## config.mk

```make
export PLATFORM = sky130hd
export DESIGN_NAME = mac_l2_sequencer
export DESIGN_NICKNAME = d
export VERILOG_FILES = /design/src/rtl/mac_l2_pkg.sv /design/src/rtl/mac_l2_accumulator.sv /design/src/rtl/mac_l2_sequencer.sv
export SDC_FILE = /design/constraint.sdc
export NUM_CORES = 1
export LEC_CHECK = 0
export CAP_MARGIN = 20
export CORE_AREA = 2 2 287 289
export CTS_CLUSTER_SIZE = 24
export DETAILED_ROUTE_END_ITERATION = 8
export DIE_AREA = 0 0 289 291
export GPL_ROUTABILITY_DRIVEN = 0
export PLACE_DENSITY_LB_ADDON = 0.15
export SKIP_LAST_GASP = 1
export SYNTH_ARGS = -nofsm -noshare
export SYNTH_HDL_FRONTEND = slang
export SYNTH_SLANG_ARGS = --single-unit
export TNS_END_PERCENT = 10
```

## constraint.sdc

```tcl
create_clock -name clk -period 9.57 [get_ports clk]
set_clock_uncertainty 0.15 [all_clocks]
set_input_delay 0.957 -clock clk [delete_from_list [all_inputs] [get_ports clk]]
set_output_delay 0.957 -clock clk [all_outputs]
set_load 0.05 [all_outputs]
```

## src/rtl/mac_l2_pkg.sv

```systemverilog
// -----------------------------------------------------------------------------
// mac_l2_pkg
// Shared definitions for the layer-2 MAC sequencer slice:
//   - state_t       : sequencer FSM states (IDLE / RUN / DRAIN)
//   - DEF_IN_W      : default signed product width
//   - DEF_TREE_LAYERS: default growth bits of the five-input adder tree
//   - DEF_ACC_W     : default neuron accumulator width
//   - cnt_w()       : counter width for a modulus, never narrower than 1 bit
// -----------------------------------------------------------------------------
package mac_l2_pkg;

    typedef enum logic [1:0] {
        IDLE  = 2'd0,
        RUN   = 2'd1,
        DRAIN = 2'd2
    } state_t;

    localparam int DEF_IN_W        = 59;
    localparam int DEF_TREE_LAYERS = 3;
    localparam int DEF_ACC_W       = 64;

    // Width of a counter that has to hold 0..n-1; a 1-bit floor keeps
    // degenerate moduli (1 or 2) from producing zero-width vectors.
    function automatic int cnt_w(input int n);
        return (n <= 2) ? 1 : $clog2(n);
    endfunction

endpackage

```

## src/rtl/mac_l2_accumulator.sv

```systemverilog
// -----------------------------------------------------------------------------
// mac_l2_accumulator
// Tracks the one-cycle adder-tree latency, sign-extends each tree sum and
// accumulates the chunks of one neuron. On the last chunk the total is loaded
// into the result register, which holds until the consumer takes it.
//
// Optional feature: define MAC_L2_RELU_EN to clamp negative sums to zero as
// they are loaded into the result register (no extra latency).
//
// Ports:
//   clk, rst_n   clock, asynchronous active-low reset
//   clear        zero the accumulator (start of a layer pass)
//   accept       a product vector entered the tree this cycle
//   first, last  chunk position of the vector being accepted
//   idx          neuron index of the vector being accepted
//   tree_out     tree sum, valid one cycle after accept
//   out_ready    consumer takes the result
//   out_valid    result register holds an unconsumed result
//   out_data     signed neuron sum
//   out_idx      neuron index of out_data
// -----------------------------------------------------------------------------
module mac_l2_accumulator
    import mac_l2_pkg::*;
#(
    parameter int TREE_W = DEF_IN_W + DEF_TREE_LAYERS,
    parameter int ACC_W  = DEF_ACC_W,
    parameter int IDX_W  = 1
) (
    input  logic                     clk,
    input  logic                     rst_n,
    input  logic                     clear,
    input  logic                     accept,
    input  logic                     first,
    input  logic                     last,
    input  logic [IDX_W-1:0]         idx,
    input  logic signed [TREE_W-1:0] tree_out,
    input  logic                     out_ready,
    output logic                     out_valid,
    output logic signed [ACC_W-1:0]  out_data,
    output logic [IDX_W-1:0]         out_idx
);

    logic                    vld_p1;
    logic                    first_p1;
    logic                    last_p1;
    logic [IDX_W-1:0]        idx_p1;
    logic signed [ACC_W-1:0] acc;
    logic signed [ACC_W-1:0] sum_p1;

    function automatic logic signed [ACC_W-1:0] sext(input logic signed [TREE_W-1:0] v);
        return ACC_W'(v);
    endfunction

    function automatic logic signed [ACC_W-1:0] relu(input logic signed [ACC_W-1:0] v);
`ifdef MAC_L2_RELU_EN
        return (v < 0) ? '0 : v;
`else
        return v;
`endif
    endfunction

    // Stage p1: tree result arrives; the first chunk restarts the sum.
    assign sum_p1 = first_p1 ? sext(tree_out) : (acc + sext(tree_out));

    always_ff @(posedge clk or negedge rst_n) begin
        if (!rst_n) begin
            vld_p1    <= 1'b0;
            out_valid <= 1'b0;
            out_data  <= '0;
            out_idx   <= '0;
        end else begin
            vld_p1 <= accept;
            // The sequencer never accepts while a result is pending, so a
            // new load cannot collide with an unconsumed result.
            if (vld_p1 && last_p1) begin
                out_valid <= 1'b1;
                out_data  <= relu(sum_p1);
                out_idx   <= idx_p1;
            end else if (out_ready) begin
                out_valid <= 1'b0;
            end
        end
    end

    // Datapath side of the pipeline; only meaningful alongside vld_p1.
    always_ff @(posedge clk) begin
        if (accept) begin
            first_p1 <= first;
            last_p1  <= last;
            idx_p1   <= idx;
        end
        if (clear) begin
            acc <= '0;
        end else if (vld_p1) begin
            acc <= sum_p1;
        end
    end

endmodule

```

## src/rtl/mac_l2_sequencer.sv

```systemverilog
// -----------------------------------------------------------------------------
// mac_l2_sequencer
// Sequences the layer-2 five-input adder tree across multi-chunk neurons:
// accepts product vectors, forwards them to the tree, and emits one signed
// sum per neuron together with its index.
//
// Optional feature: MAC_L2_RELU_EN (see mac_l2_accumulator) clamps negative
// neuron sums to zero.
//
// Ports:
//   clk, rst_n   clock, asynchronous active-low reset
//   start        begin a layer pass (ignored while busy)
//   busy         layer pass in progress
//   done         pulses with the handshake of the last neuron result
//   in_valid/in_ready/in_data   product vectors, lane 0 in the LSBs
//   tree_in      tree input (in_data on accept, zero otherwise)
//   tree_out     tree sum, one cycle after the matching accept
//   out_valid/out_ready/out_data/out_idx   neuron results
// -----------------------------------------------------------------------------
module mac_l2_sequencer
    import mac_l2_pkg::*;
#(
    parameter int NUM_NEURONS = 10,
    parameter int FAN_IN      = 20,
    parameter int TREE_WIDTH  = 5,
    parameter int IN_W        = DEF_IN_W,
    parameter int TREE_LAYERS = DEF_TREE_LAYERS,
    parameter int ACC_W       = DEF_ACC_W
) (
    input  logic                             clk,
    input  logic                             rst_n,
    input  logic                             start,
    output logic                             busy,
    output logic                             done,
    input  logic                             in_valid,
    output logic                             in_ready,
    input  logic [TREE_WIDTH*IN_W-1:0]       in_data,
    output logic [TREE_WIDTH*IN_W-1:0]       tree_in,
    input  logic [IN_W+TREE_LAYERS-1:0]      tree_out,
    output logic                             out_valid,
    input  logic                             out_ready,
    output logic [ACC_W-1:0]                 out_data,
    output logic [cnt_w(NUM_NEURONS)-1:0]    out_idx
);

    localparam int CHUNKS = FAN_IN / TREE_WIDTH;
    localparam int CW     = cnt_w(CHUNKS);
    localparam int NW     = cnt_w(NUM_NEURONS);

    state_t         state;
    logic [CW-1:0]  chunk_cnt;
    logic [NW-1:0]  neuron_cnt;
    logic           last_inflight;
    logic           accept;
    logic           first_chunk;
    logic           last_chunk;
    logic           last_neuron;
    logic           clear;

    // Stalling while the final chunk is in the tree and while a result is
    // pending keeps the single result register from being overwritten.
    assign in_ready    = (state == RUN) && !out_valid && !last_inflight;
    assign accept      = in_valid && in_ready;
    assign first_chunk = (chunk_cnt == '0);
    assign last_chunk  = (chunk_cnt == CW'(CHUNKS - 1));
    assign last_neuron = (neuron_cnt == NW'(NUM_NEURONS - 1));
    assign tree_in     = accept ? in_data : '0;
    assign busy        = (state != IDLE);
    assign done        = (state == DRAIN) && out_valid && out_ready;
    assign clear       = (state == IDLE) && start;

    always_ff @(posedge clk or negedge rst_n) begin
        if (!rst_n) begin
            state         <= IDLE;
            chunk_cnt     <= '0;
            neuron_cnt    <= '0;
            last_inflight <= 1'b0;
        end else begin
            last_inflight <= accept && last_chunk;
            case (state)
                IDLE: begin
                    if (start) begin
                        state      <= RUN;
                        chunk_cnt  <= '0;
                        neuron_cnt <= '0;
                    end
                end
                RUN: begin
                    if (accept) begin
                        if (last_chunk) begin
                            chunk_cnt  <= '0;
                            neuron_cnt <= neuron_cnt + NW'(1);
                            if (last_neuron) begin
                                state <= DRAIN;
                            end
                        end else begin
                            chunk_cnt <= chunk_cnt + CW'(1);
                        end
                    end
                end
                DRAIN: begin
                    if (done) begin
                        state <= IDLE;
                    end
                end
                default: state <= IDLE;
            endcase
        end
    end

    mac_l2_accumulator #(
        .TREE_W (IN_W + TREE_LAYERS),
        .ACC_W  (ACC_W),
        .IDX_W  (NW)
    ) u_acc (
        .clk       (clk),
        .rst_n     (rst_n),
        .clear     (clear),
        .accept    (accept),
        .first     (first_chunk),
        .last      (last_chunk),
        .idx       (neuron_cnt),
        .tree_out  (tree_out),
        .out_ready (out_ready),
        .out_valid (out_valid),
        .out_data  (out_data),
        .out_idx   (out_idx)
    );

endmodule

```

======== Yosys cells after proc, flatten, opt, wreduce, memory -nomap -nowiden ========
Cells that the tools add are included.
cells by class
  add/sub/neg operators ................... 3
  reduce and logical (&&, ||, !) cells .... 18
  multiply operators ...................... 0
  multiplexer cells ....................... 18
  equality and inequality tests ........... 9
  bitwise gates (word level) .............. 0
  div/mod/pow operators ................... 0
  shift-type cells ........................ 0
  $lt $le $gt $ge ......................... 0
operator list
  cell                   count
  $mux W295              1
  $add A64 B62 Y64       1
  $mux W64               1
  $mux W2                8
  $mux W4                3
  $ne A2 B2 Y1 const B   5
  $logic_and A1 B1 Y1    8
  $pmux W4 S2            1
  $pmux W2 S3            1
  $reduce_bool A2 Y1     3
  $reduce_and A5 Y1      1
  $add A4 B1 Y4 const B  1
  $eq A2 B2 Y1 const B   2
  $eq A4 B4 Y1 const B   1
  $logic_not A2 Y1       2
  $pmux W2 S2            1
  $reduce_and A4 Y1      1
  $reduce_and A3 Y1      1
  $add A2 B1 Y2 const B  1
  $eq A2 B1 Y1 const B   1
  $logic_not A1 Y1       2
  $mux W1                2
storage, ports and cells
  logic and storage cells ................. 60
  register bits after elaboration ......... 149
  bits in latches ......................... 0
  output and inout bits ................... 367
  input bits .............................. 362
  RAM bits ................................ 0
  memories kept ........................... 0
  ROM bits ................................ 0

======== Logic depth before layout (Yosys ltp) ========
Gate-level depths: netlist of run 1.
  depth in word-level cells ............... 6
  gate-level depth with buffers ........... 12
  mapped depth without buffers ............ 12

======== By module ========
Synthesis of run 1 repeated with hierarchy kept, for this count alone.
second synthesis, totals
  cells, all modules ...................... 1503
  area, all modules ....................... 11777.5 um2
by module, submodules not included
  module              seq. area each (um2)  cells each  area each (um2)  times used
  mac_l2_accumulator  3213.1                1121        9211.3           1
  mac_l2_sequencer    225.2                 382         2566.2           1

======== Worst setup path after synthesis of run 1 ========
Ideal clock, no wire load.
  path kind ............................... input-to-reg
  from .................................... input tree_out[0]
  to ...................................... register u_acc.out_data[60]
  stages .................................. 12
  path buffers ............................ 0
  library setup time ...................... 137 ps
  required time ........................... 9283 ps
  path slack .............................. 5745 ps
  arrival ................................. 3538 ps
  cell sequence ........................... ha_1 > fa_1 > a21o_1 > a221oi_1 > nand2b_1 > a2111oi_4 > o31ai_2 > o31ai_4 > a311oi_1 > nor3_1 > a21oi_1 > a21oi_1
between the ends
  cells in the longest elaborated chain, start to end .. 2
ends and longest elaborated chain
  item                    line                      RTL
  start: declaration      mac_l2_sequencer.sv:39    input logic [IN_W+TREE_LAYERS-1:0] tree_out,
  $add A64 B62 Y64        mac_l2_accumulator.sv:63  assign sum_p1 = first_p1 ? sext(tree_out) : (acc + sext(tree_out));
  $mux W64                mac_l2_accumulator.sv:63
  end signal: assignment  mac_l2_accumulator.sv:77  out_data <= relu(sum_p1);
  end: declaration        mac_l2_accumulator.sv:39  output logic signed [ACC_W-1:0] out_data,
No other way between the ends.
A chain may end at the register's enable or synchronous reset.

======== Worst setup path in the final report of run 1 ========
  from .................................... input tree_out[0]
  to ...................................... register u_acc.out_data[44]
The elaborated chain is that of the path after synthesis.

==> flow_summary.toml, run 1 <==
[run_status]
status = "finished clean"

[timing]
slew_headroom_pct = 26.5
period_needed_ns = 4.84
rsz0062_at_grt = "false"
slew_violations = 0
tightest_slew_ns = 1.09
fmax_ghz = 0.207
finalCritPeriodShare_pct = 50.5
finalSetupViolCount = 0
finalHoldViolations = 0
finalSetupTns_ns = 0

[hold_path]
hp-class = "flip-flop to flip-flop"
hp-start = "u_acc.idx_p1[3]"
min_path_cells = 2

[yosys]
yosysMostFrequentCell = "and3_1"
synth_compound_area_share_pct = 22.8
synth_common_cells = "and3_1, nand2_1, clkbuf_1"
synthDominantAreaCellType = "dfrtp_1"
ys_seq_elements = 149
avgSynthCellArea_sq_um = 7.62
synth.net_count = 1995
synth_top_family_by_area = "simple AND/OR/NAND/NOR gates"
synth.top_cell.area_share_pct = 16.6
synthAdderAreaFrac_pct = 7.20
synth_mux_area_share_pct = 1.94
ys_warn_count = 0
synth_area_leaders = "dfrtp_1, and3_1, dfxtp_1, ha_1, o21ai_0"
synthCells = 1565
synth-xor-area-share_pct = 4.26
synthSimpleGateAreaFrac_pct = 29.6
synth_edf_count = 6
synthFlopType = "dfrtp_1"
async_flop_share_pct = 53.0
ys_types = 69
syn_area_sq_mm = 0.0119
ys_seq_area_share_pct = 28.8

[clocking]
cts_buffer_depth = 2
worstSkewPairLatency_ns = 0.46
cts_tree = "yes"
clk_pin_slew_worst_paths_ns = 0.06
post-cts-setup-buffer-count = 0
cts_hold_buffers = 0
cts.sinks = 149
cts_resized = 0
cts.htree.levels = 4
numCtsBuffers = 17
clock-root-buffer = "clkbuf_16"

[worst_setup_path]
rr_startpoint = "u_acc.acc[0]"
reg2regPathDepth = 12
crit_required_ns = 9.72
critical_path_class = "primary input to flip-flop"
ff2ff_setup_slack_ns = 5.39
start_kind = "primary input"
cp.arrival_ns = 4.99
end_kind = "flip-flop"
cp-startpoint = "tree_out[0]"
cp_max_fo = 4
rr_endpoint = "u_acc.out_data[44]"
critPathCapture = "u_acc.out_data[44]"

[floorplanning]
dieHeight_microns = 291
rows = 105
start_util_pct = 14.7
fp.dieArea_sq_mm = 0.0841
die_w_microns = 289
ios = 729
core_area_sq_mm = 0.0812

[grt]
grt_use_total_pct = 22.2
gr-total-overflow = 0
antenna_found_initial = 24
grt_pass1_vias = 15037
grt_pass1_wl_microns = 130000
grt_max_degree = 153

[cells_and_area]
design_area_sq_mm = 0.0208
nets = 2611
syn_to_final_growth_pct = 74.6
drive_gt1_share_pct = 3.14
final_util_pct = 25.6
fin_cells = 3280

[drt]
final_antenna_net_count = 0
drc = 0
drt_pass1_iterations = 5
vias = 15038
drtIter0Drc = 983
wl_microns = 97000
via_per_inst = 4.58
wire_per_inst_microns = 29.6

[place]
placed_cells = 3230
place_area_sq_mm = 0.0201
portBuffers = 728
dp_hpwl_microns = 82300

[job]
drv_cap = 0

[pwr]
power_density_mw_per_mm2 = 328
power.total_mw = 6.84
irDropWorstVdd_uv = 115
power.leakage_nw = 8.82
## cells by family after synthesis
group                      count (synthesis)
AOI/OAI and AO/OA                        434
xor gates and xnor gates                  58
adders and majority gates                 68
buffers and inverters                    167
DFF                                      149
muxes                                     23
and+or+nand+nor                          666
## registers in the layout, indices dropped and copies added (netlist names)
register	cells
u_acc.acc	64
u_acc.out_data	64
neuron_cnt	4
u_acc.idx_p1	4
u_acc.last_p1	1
u_acc.first_p1	1
u_acc.out_valid	1
u_acc.vld_p1	1
last_inflight	1
state	2
chunk_cnt	2
u_acc.out_idx	4
## worst min-delay path by stage
stage | endpoint | slack, ns
3_5_place_dp | u_acc.out_idx[2] | 0.28
3_3_place_gp | u_acc.out_idx[3] | 0.28
6_report | u_acc.out_idx[3] | 0.29
5_1_grt | u_acc.out_idx[3] | 0.32
2_1_floorplan | u_acc.out_idx[0] | 0.26
4_1_cts | u_acc.out_idx[3] | 0.30
## report_power, final
part           total [mW]  internal, mW  switching [mW]
Clock               0.730         0.414           0.316
Sequential           1.15         0.942           0.207
Combinational        4.96          1.67            3.29
Total                6.84          3.02            3.81
## placed cells by master, fill, tap and decap left out, types with 5 or more instances in the layout
master	Yosys	layout
xnor2_1	35	35
nand4_1	27	27
clkbuf_16	0	17
a211oi_1	42	42
edfxtp_1	6	6
o211ai_1	6	6
ha_1	67	67
mux2i_1	22	22
inv_1	22	22
dfrtp_1	79	78
and3_1	304	304
xor2_1	23	23
buf_4	0	11
o31ai_1	6	6
diode_2	0	16
a21oi_1	125	125
nand2b_1	10	9
dfxtp_1	64	64
o21a_1	6	6
nor3_1	19	19
clkdlybuf4s50_1	0	726
o21bai_1	19	19
nor4_1	5	5
o21ai_1	8	8
o21ai_0	128	128
a31oi_1	14	14
nand3_1	13	13
nor2_1	101	100
nand2_1	156	155
o221ai_1	8	8
a21o_1	32	32
## stage by stage
step	worst slack [ns]	hold WS [ns]
global route	4.57	0.323
finish	4.73	0.290
detailed placement	4.30	0.282
floorplan	5.74	0.265
global placement	4.19	0.279
CTS	4.46	0.299
## routing by layer
layer / share of wire, % / wire length, microns / track usage [%] / up-vias
met4: 1.3 / 1270 / 3.66 / 12
met3: 11 / 10700 / 10.8 / 64
met1: 40 / 39300 / 26.2 / 7381
met2: 47 / 45700 / 36.4 / 631
li1: - / - / - / 6950
met5: 0.074 / 72 / 1.86 / -
## worst max-delay path, cell delays in order
cell             delay [ns]
clkdlybuf4s50_1        0.43
ha_1                   0.25
fa_1                   0.43
a21o_1                 0.22
a221oi_1               0.53
o21ai_1                0.24
nand3_1                0.22
a2111oi_0              0.12
nor3_1                 0.85
o21bai_1               0.21
xor2_1                 0.19
mux2i_1                0.22
o21ai_0                0.12
## layout make-up
class	count	area, sq um
diodes	16	40.0
well taps	1070	1340
multi-input cells	1249	7860
inverters	23	86.3
flip-flops and latches	149	3440
fillers	8865	60400
clock inverters	14	175
clock buffers	18	429
repair buffers	741	7440
No activity file was read; power rests on OpenSTA's default activity.
==> run 2: changes to the inputs <==
- clock period: 9.57 -> 4.75 ns (I/O delays scaled with it)
==> flow_summary.toml, run 2 (synthesis results as in run 1) <==
[clocking]
numCtsBuffers = 17
cts_tree = "yes"
cts_hold_buffers = 1
cts.htree.levels = 4
clock-root-buffer = "clkbuf_16"
cts.sinks = 149
clk_pin_slew_worst_paths_ns = 0.07
cts_buffer_depth = 2
cts_resized = 0
worstSkewPairLatency_ns = 0.46
post-cts-setup-buffer-count = 0

[worst_setup_path]
critical_path.top_delay_family = "buffers and inverters"
cp_num_buf_inv = 3
crit_path_cell_trace = "inv_1, nor4_4, buf_12, and3_1, clkdlybuf4s50_1"
end_kind = "output port"
ff2ff_setup_slack_ns = 0.82
cp_max_fo = 150
crit_required_ns = 4.12
cp_slowest_cell = "clkdlybuf4s50_1"
max_stage_delay_ns = 0.93
critical_path_class = "flip-flop to output port"
cp.arrival_ns = 3.67
start_kind = "flip-flop"

[drt]
via_per_inst = 4.58
drtIter0Drc = 1041
drc = 0
wl_microns = 95900
final_antenna_net_count = 0
wire_per_inst_microns = 29.1
drt_pass1_iterations = 5
vias = 15089

[cells_and_area]
fillers = 8831
mostFrequentLayoutCell = "clkdlybuf4s50_1"
nets = 2620
syn_to_final_growth_pct = 75.2
top_regs = "u_acc.acc x64, u_acc.out_data x64"
final_cell_mix = "clkdlybuf4s50_1, and3_1, nand2_1"
fin_cells = 3298
drive_gt1_share_pct = 3.54

[pwr]
irDropWorstVdd_uv = 390
power.leakage_nw = 8.85
power_density_mw_per_mm2 = 661

[floorplanning]
dieHeight_microns = 291
ios = 729
fp.dieArea_sq_mm = 0.0841
die_w_microns = 289
rows = 105
start_util_pct = 14.7
core_area_sq_mm = 0.0812

[timing]
finalHoldViolations = 0
finalCritPeriodShare_pct = 90.5
rsz0062_at_grt = "false"
fmax_ghz = 0.233
period_needed_ns = 4.30
slew_headroom_pct = 34.4
tightest_slew_ns = 0.984
finalSetupTns_ns = 0
finalSetupViolCount = 0
slew_violations = 0

[grt]
grt_pass1_vias = 14956
gr-total-overflow = 0
grt_pass1_wl_microns = 129000
grt_max_degree = 157
antenna_found_initial = 52
grt_use_total_pct = 22.0

[run_status]
status = "finished clean"

[place]
dp_hpwl_microns = 82100
placed_cells = 3240
portBuffers = 728

[hold_path]
hp-class = "flip-flop to flip-flop"

[job]
drv_cap = 0
run 2: changes by cell type in the layout (fill, tap and decap cells not counted):
cell	delta
buf_12	+3
diode_2	+9
dlygate4sd3_1	+1
clkinv_2	+1
buf_16	-3
inv_8	-1
buf_4	+8
clkinv_1	-1
clkinv_4	+1
run 2: worst register-to-register path, cell delays in order (launching register included):
cell	delay, ns
dfxtp_1	0.34
ha_1	0.20
fa_1	0.24
a21o_1	0.16
a221oi_1	0.09
buf_4	0.17
o21ai_1	0.27
nand3_1	0.26
a2111oi_0	0.66
nor3_1	0.16
buf_4	0.20
o31ai_1	0.34
xor2_1	0.12
mux2i_1	0.32
a21oi_1	0.12
run 2: cell type report:
| cell class | instances | area (sq um) | share of cell area, % |
|---|---|---|---|
| flip-flops and latches | 149 | 3440 | 16.5 |
| repair buffers | 750 | 7490 | 35.9 |
| multi-input cells | 1249 | 7860 | 37.6 |
| inverters | 23 | 86.3 | 0.413 |
| clock inverters | 14 | 174 | 0.833 |
| clock buffers | 18 | 429 | 2.05 |
| diodes | 25 | 62.6 | 0.300 |
| well taps | 1070 | 1340 | 6.41 |
run 2: worst paths after layout:
check / startpoint / to / cells after the start
setup / recovery: state[0] / tree_in[98] / 5
hold / removal: u_acc.idx_p1[3] / u_acc.out_idx[3] / 2
setup reg to reg: u_acc.acc[0] / u_acc.acc[52] / 14
hold reg to reg: u_acc.idx_p1[3] / u_acc.out_idx[3] / 2
max in group asynchronous: rst_n / u_acc.out_data[2] / 3
min in group asynchronous: rst_n / u_acc.out_data[22] / 2
run 2: metal layers:
| metal | global-route usage [%] | wire length, microns | share of wire [%] |
|---|---|---|---|
| met1 | 24.7 | 37300 | 39 |
| met2 | 35.5 | 44200 | 46 |
| met3 | 12.9 | 12200 | 13 |
| met4 | 4.19 | 1610 | 1.7 |
| met5 | 4.94 | 551 | 0.57 |
run 2: power by group:
group	total, mW	internal, mW	switching [mW]
logic	10.0	3.38	6.65
registers	2.31	1.90	0.417
clock network	1.46	0.832	0.629
total	13.8	6.11	7.70
run 2: stage by stage:
step	area [sq um]	setup slack, ns	hold WS, ns	utilization [%]	total power [mW]
floorplan	11900	1.41	0.0294	-	8.74
global placement	20200	0.0829	0.286	24.9	12.3
detailed placement	20200	0.134	0.288	24.9	12.4
CTS	20800	0.511	0.301	25.6	13.9
global route	20900	0.412	0.334	25.7	14.7
finish	20900	0.454	0.299	25.7	13.8
